[config.mk]
export PLATFORM = sky130hd
export DESIGN_NAME = mem_port_arbiter
export DESIGN_NICKNAME = d
export VERILOG_FILES = /design/src/rtl/cpu_pkg.sv /design/src/rtl/mem_arb_pick.sv /design/src/rtl/mem_port_arbiter.sv
export SDC_FILE = /design/constraint.sdc
export NUM_CORES = 1
export LEC_CHECK = 0
export ABC_AREA = 0
export BUFFER_PORTS_ARGS = -buffer_cell sky130_fd_sc_hd__buf_4
export CORE_UTILIZATION = 41
export DETAILED_ROUTE_END_ITERATION = 10
export GPL_ROUTABILITY_DRIVEN = 1
export PLACE_DENSITY_LB_ADDON = 0.1
export SKIP_LAST_GASP = 1
export SYNTH_ARGS = -nofsm -noshare
export SYNTH_HDL_FRONTEND = slang
export SYNTH_SLANG_ARGS = --single-unit
[constraint.sdc]
create_clock -name clk_i -period 1.6 [get_ports clk_i]
set_input_delay 0.32 -clock clk_i [delete_from_list [all_inputs] [get_ports clk_i]]
set_output_delay 0.32 -clock clk_i [all_outputs]
set_load 0.01 [all_outputs]
[src/rtl/cpu_pkg.sv]
// Shared CPU-side defaults and the arbiter state encoding.
package cpu_pkg;

  localparam int CPU_ADDR_W = 32;
  localparam int CPU_DATA_W = 32;

  typedef enum logic [1:0] {
    IDLE    = 2'd0,
    BUSY_IF = 2'd1,
    BUSY_D  = 2'd2
  } arb_state_t;

endpackage

[src/rtl/mem_arb_pick.sv]
// Priority choice between fetch and data requesters, with the fetch
// starvation counter. Data normally wins; once fetch has lost STARVE_MAX
// arbitrations in a row it is forced to win the next one.
module mem_arb_pick #(
  parameter int STARVE_MAX = 4
) (
  input  logic clk_i,
  input  logic rst_i,
  input  logic arb_en_i,
  input  logic if_pend_i,
  input  logic d_pend_i,
  output logic pick_if_o,
  output logic pick_d_o
);

  localparam int SW = $clog2(STARVE_MAX + 1);

  logic [SW-1:0] starve_q;
  logic [SW-1:0] starve_d;
  logic          if_forced;

  // Choose a winner and work out the next starvation count.
  always_comb begin
    if_forced = (starve_q == SW'(STARVE_MAX));
    pick_d_o  = arb_en_i & d_pend_i & ~(if_pend_i & if_forced);
    pick_if_o = arb_en_i & if_pend_i & ~pick_d_o;
    starve_d  = starve_q;
    if (arb_en_i) begin
      if (!if_pend_i || pick_if_o) begin
        starve_d = '0;
      end else if (pick_d_o) begin
        starve_d = starve_q + 1'b1;
      end
    end
  end

  // Starvation counter register.
  always_ff @(posedge clk_i or negedge rst_i) begin
    if (!rst_i) begin
      starve_q <= '0;
    end else begin
      starve_q <= starve_d;
    end
  end

endmodule

[src/rtl/mem_port_arbiter.sv]
// Shares one single-ported memory between instruction fetch (IF) and
// load/store (D), one access at a time through an IDLE/BUSY FSM.
// Optional build macro: MEM_ARB_TIMEOUT_EN adds a BUSY watchdog that aborts
// an access after TIMEOUT_CYC cycles without mem_ack_i and sets sticky err_o.
//
// Handshake: a requester raises x_req_i with its address/data and holds them
// until x_rvalid_o. x_gnt_o pulses (combinationally) in the IDLE cycle the
// request is chosen; mem_req_o rises the next cycle and stays high until the
// cycle mem_ack_i is seen; x_rvalid_o pulses the cycle after the ack. No
// arbitration happens in a cycle where an rvalid pulses, so a still-high
// request in that cycle is not mistaken for a new one.
module mem_port_arbiter
  import cpu_pkg::*;
#(
  parameter int ADDR_W     = CPU_ADDR_W,
  parameter int DATA_W     = CPU_DATA_W,
  parameter int STARVE_MAX = 4
`ifdef MEM_ARB_TIMEOUT_EN
  , parameter int TIMEOUT_CYC = 16
`endif
) (
  input  logic              clk_i,
  input  logic              rst_i,
  input  logic              if_req_i,
  input  logic [ADDR_W-1:0] if_addr_i,
  output logic              if_gnt_o,
  output logic              if_rvalid_o,
  output logic [DATA_W-1:0] if_rdata_o,
  input  logic              d_req_i,
  input  logic              d_we_i,
  input  logic [ADDR_W-1:0] d_addr_i,
  input  logic [DATA_W-1:0] d_wdata_i,
  output logic              d_gnt_o,
  output logic              d_rvalid_o,
  output logic [DATA_W-1:0] d_rdata_o,
  output logic              mem_req_o,
  output logic              mem_we_o,
  output logic [ADDR_W-1:0] mem_addr_o,
  output logic [DATA_W-1:0] mem_wdata_o,
  input  logic              mem_ack_i,
  input  logic [DATA_W-1:0] mem_rdata_i,
  output logic              stall_o,
  output logic              err_o,
  output logic [1:0]        dbg_state_o
);

  arb_state_t        state_q;
  logic              mem_req_q;
  logic              mem_we_q;
  logic [ADDR_W-1:0] mem_addr_q;
  logic [DATA_W-1:0] mem_wdata_q;
  logic              if_rvalid_q;
  logic              d_rvalid_q;
  logic [DATA_W-1:0] if_rdata_q;
  logic [DATA_W-1:0] d_rdata_q;
  logic              arb_en;
  logic              pick_if;
  logic              pick_d;

`ifdef MEM_ARB_TIMEOUT_EN
  localparam int TMO_W = $clog2(TIMEOUT_CYC + 1);
  logic [TMO_W-1:0] tmo_q;
  logic             err_q;
`endif

  // Arbitrate only when idle, out of reset and not in a response cycle.
  assign arb_en = rst_i & (state_q == IDLE) & ~if_rvalid_q & ~d_rvalid_q;

  mem_arb_pick #(
    .STARVE_MAX(STARVE_MAX)
  ) u_pick (
    .clk_i    (clk_i),
    .rst_i    (rst_i),
    .arb_en_i (arb_en),
    .if_pend_i(if_req_i),
    .d_pend_i (d_req_i),
    .pick_if_o(pick_if),
    .pick_d_o (pick_d)
  );

  // Access sequencer: grant capture, completion, optional watchdog abort.
  always_ff @(posedge clk_i or negedge rst_i) begin
    if (!rst_i) begin
      state_q     <= IDLE;
      mem_req_q   <= 1'b0;
      mem_we_q    <= 1'b0;
      mem_addr_q  <= '0;
      mem_wdata_q <= '0;
      if_rvalid_q <= 1'b0;
      d_rvalid_q  <= 1'b0;
      if_rdata_q  <= '0;
      d_rdata_q   <= '0;
`ifdef MEM_ARB_TIMEOUT_EN
      tmo_q       <= '0;
      err_q       <= 1'b0;
`endif
    end else begin
      if_rvalid_q <= 1'b0;
      d_rvalid_q  <= 1'b0;
      case (state_q)
        IDLE: begin
`ifdef MEM_ARB_TIMEOUT_EN
          tmo_q <= '0;
`endif
          if (pick_d) begin
            state_q     <= BUSY_D;
            mem_req_q   <= 1'b1;
            mem_we_q    <= d_we_i;
            mem_addr_q  <= d_addr_i;
            mem_wdata_q <= d_wdata_i;
          end else if (pick_if) begin
            state_q     <= BUSY_IF;
            mem_req_q   <= 1'b1;
            mem_we_q    <= 1'b0;
            mem_addr_q  <= if_addr_i;
            mem_wdata_q <= '0;
          end
        end
        BUSY_IF, BUSY_D: begin
          if (mem_ack_i) begin
            state_q   <= IDLE;
            mem_req_q <= 1'b0;
            if (state_q == BUSY_IF) begin
              if_rvalid_q <= 1'b1;
              if_rdata_q  <= mem_rdata_i;
            end else begin
              d_rvalid_q <= 1'b1;
              d_rdata_q  <= mem_rdata_i;
            end
          end
`ifdef MEM_ARB_TIMEOUT_EN
          else if (tmo_q == TMO_W'(TIMEOUT_CYC - 1)) begin
            state_q   <= IDLE;
            mem_req_q <= 1'b0;
            err_q     <= 1'b1;
            if (state_q == BUSY_IF) begin
              if_rvalid_q <= 1'b1;
              if_rdata_q  <= '0;
            end else begin
              d_rvalid_q <= 1'b1;
              d_rdata_q  <= '0;
            end
          end else begin
            tmo_q <= tmo_q + 1'b1;
          end
`endif
        end
        default: state_q <= IDLE;
      endcase
    end
  end

  assign if_gnt_o    = pick_if;
  assign d_gnt_o     = pick_d;
  assign if_rvalid_o = if_rvalid_q;
  assign d_rvalid_o  = d_rvalid_q;
  assign if_rdata_o  = if_rdata_q;
  assign d_rdata_o   = d_rdata_q;
  assign mem_req_o   = mem_req_q;
  assign mem_we_o    = mem_we_q;
  assign mem_addr_o  = mem_addr_q;
  assign mem_wdata_o = mem_wdata_q;
  assign dbg_state_o = state_q;

  // Outputs read zero while reset is held, stall included.
  assign stall_o = rst_i & ((if_req_i & ~if_rvalid_q) | (d_req_i & ~d_rvalid_q));

`ifdef MEM_ARB_TIMEOUT_EN
  assign err_o = err_q;
`else
  assign err_o = 1'b0;
`endif

endmodule

==> impl_metrics.toml <==
[outcome]
status = "complete, but fails checks"
violations = "negative hold slack, negative setup slack"

[power]
fin_total_pwr_mw = 19.3
power_density_mw_per_mm2 = 2060
ir_drop_v = 0.00115
leakage_nw = 4.68

[layout]
postLayoutCoreUtil_pct = 73.0
nNetsFinal = 926
drive_above_1_share_pct = 54.4
syn_to_final_growth_pct = 70.5
final_cell_mix = "buf_4 (293), dfrtp_1 (137), nand2_1 (124), a22o_1 (33), mux2_2 (31)"
layout_commonest_cell = "buf_4"
layout.cells.non_filler = 973
design_area_mm2 = 0.00936
diodes = 0

[placement]
placed_area_mm2 = 0.00789
numPortBuffers = 270
dp_cells = 907
hpwl_mm = 11.3
gp_congestion = 0.837
dp_slack_ns = -0.109

[setup_path]
crit_arrival_ns = 1.58
critPathMaxFanout = 2
cp.required_ns = 1.28
crit_type = "register to output pin"
endpoint_kind = "output pin"
start_kind = "register"

[sta]
fmax_ghz = 0.527
timing.final.ws_setup_ns = -0.297
post-route-min-period_ns = 1.90
rsz0062_at_grt = "true"
period_share_pct = 119
slew_violations = 0
setup_tns_ns = -10.70
timing.slew.headroom_pct = 53.3
finalHoldViolations = 37
finClkSkew_ns = 0.00649
tightest_slew_ns = 0.701
fin_hold_ws_ns = -0.0149
setup_viol = 69

[synthesis]
synth_cell_types = 32
syn-num-nets = 601
synthesis.area_mm2 = 0.00549
synth_xor_area_share_pct = 0
synth_top_family_by_area = "multiplexers"
synth_mux_area_share_pct = 12.4
yosys_warnings = 0
yosys.area_share.adder_pct = 0.912
seq_area_frac_synth_pct = 62.5
synth_seq_cells = 137
postSynthCellCount = 463
synth_compound_area_share_pct = 9.64
synth-simple-area-share_pct = 11.0
syn_area_per_cell_um2 = 11.9

[clock_network]
clkLatencyLatePin_ns = 0.41
clk_pin_slew_ns = 0.06
root_buffer = "clkbuf_16"
cts_tree = "built"
cts.sinks = 137
h-tree-depth = 4
cts_buffer_depth = 2
cts_made_buffers = 17

[global_route]
grt_pass1_wl_mm = 26.8
grtUsageTotal_pct = 25.2
antenna_found_initial = 0
grt_pass1_vias = 5056
overflow = 0
grt_max_degree = 56

[detailed_routing]
vias_per_cell = 5.06
dr_total_vias = 4919
dr.pass1.iters = 4
drt_iter0_drc = 328
drc = 0
wirelength_mm = 18.8
ant_nets = 0
wire_per_inst_um = 19.3

[die]
die_area_mm2 = 0.0139
core_area_mm2 = 0.0128
io_pins = 272
row_count = 41
die-height_um = 118
start_util_pct = 42.8
fp.dieW_um = 118

[job]
maxCapViolations = 0

[worst_hold_path]
hold_class = "input pin to asynchronous set/reset pin"
## synth_stat cells
master	instances	area share, %
nand4b_1	1	0.16
nand2_1	131	9.0
ha_1	4	0.91
o21ba_2	1	0.18
nand2b_1	3	0.34
o21ai_2	1	0.16
clkbuf_1	7	0.48
buf_8	2	0.55
buf_4	3	0.41
mux2i_1	32	5.8
conb_1	1	0.068
buf_2	13	1.2
nand3_2	1	0.18
nand3_1	4	0.36
mux2_2	32	6.6
buf_6	2	0.41
o21ai_0	6	0.55
a21oi_1	2	0.18
nor2b_1	2	0.23
inv_1	6	0.41
o22ai_1	2	0.23
nor3_2	1	0.18
clkinv_2	1	0.091
nand3b_1	1	0.14
a31oi_1	1	0.11
and4bb_4	1	0.30
a22o_1	33	5.3
o21ai_1	29	2.6
a21bo_2	1	0.18
dfrtp_1	137	62
and2_1	1	0.11
a21boi_0	1	0.14
## state kept, by name (all words and copies together) (netlist names)
name / flops
if_rvalid_o: 1
d_rvalid_o: 1
dbg_state_o: 2
mem_addr_o: 32
mem_req_o: 1
d_rdata_o: 32
if_rdata_o: 32
mem_we_o: 1
u_pick.starve_q: 3
mem_wdata_o: 32
## layer usage
layer	global-route usage [%]	share of wire, %	wire length, um
met5	0	0	0
met4	10.3	2.0	378
met3	7.95	6.8	1280
met2	44.7	54	10100
met1	27.8	38	7080
## cells by family after synthesis
family	after synthesis
compound gates	77
fa+ha+maj	4
buf+inv	34
flops	137
mux	64
other cells	1
simple gates	146
## critical path, stage by stage, from the launching register on
cell and delay, ns:
dfrtp_1 0.40, inv_2 0.09, ha_4 0.14, nand3_4 0.08, buf_6 0.13, and2_4 0.14
nor2b_4 0.10, buf_6 0.10
## layout make-up
class,instances,area (um2)
fillers,891,3470
clock inverters,6,83.8
well taps,172,215
clock buffers,26,529
multi-input cells,292,2090
repair buffers,333,2980
flip-flops and latches,137,3430
inverters,7,31.3
## worst paths after layout
| path | depth (start not counted) | from | to | slack [ns] |
|---|---|---|---|---|
| worst min-delay path | 2 | rst_i | dbg_state_o[1] | -0.01 |
| worst max register to register | 10 | dbg_state_o[1] | mem_addr_o[9] | -0.26 |
| min in group clk_i | 3 | mem_rdata_i[21] | d_rdata_o[21] | 0.11 |
| worst min register to register | 2 | d_rdata_o[4] | d_rdata_o[4] | 0.47 |
| max in group asynchronous | 3 | rst_i | mem_addr_o[1] | 0.53 |
| worst max-delay path | 7 | u_pick.starve_q[0] | if_gnt_o | -0.30 |
## where the power goes
group          leakage [nW]  total [mW]  switching (mW)  internal, mW
sequential             1.70        6.08           0.966          5.11
clock                 0.306        4.03            1.44          2.58
combinational          2.68        9.17            4.13          5.03
total                  4.68        19.3            6.54          12.7
## repair_timing
action,in CTS,in global routing
hold buffers,1,0
setup endpoints to repair,90,124
buffers inserted,9,11
hold endpoints to repair,2,0
gates cloned,7,11
resized for setup,27,56
pin swaps,5,12
Power figures use the tool's default switching activity.
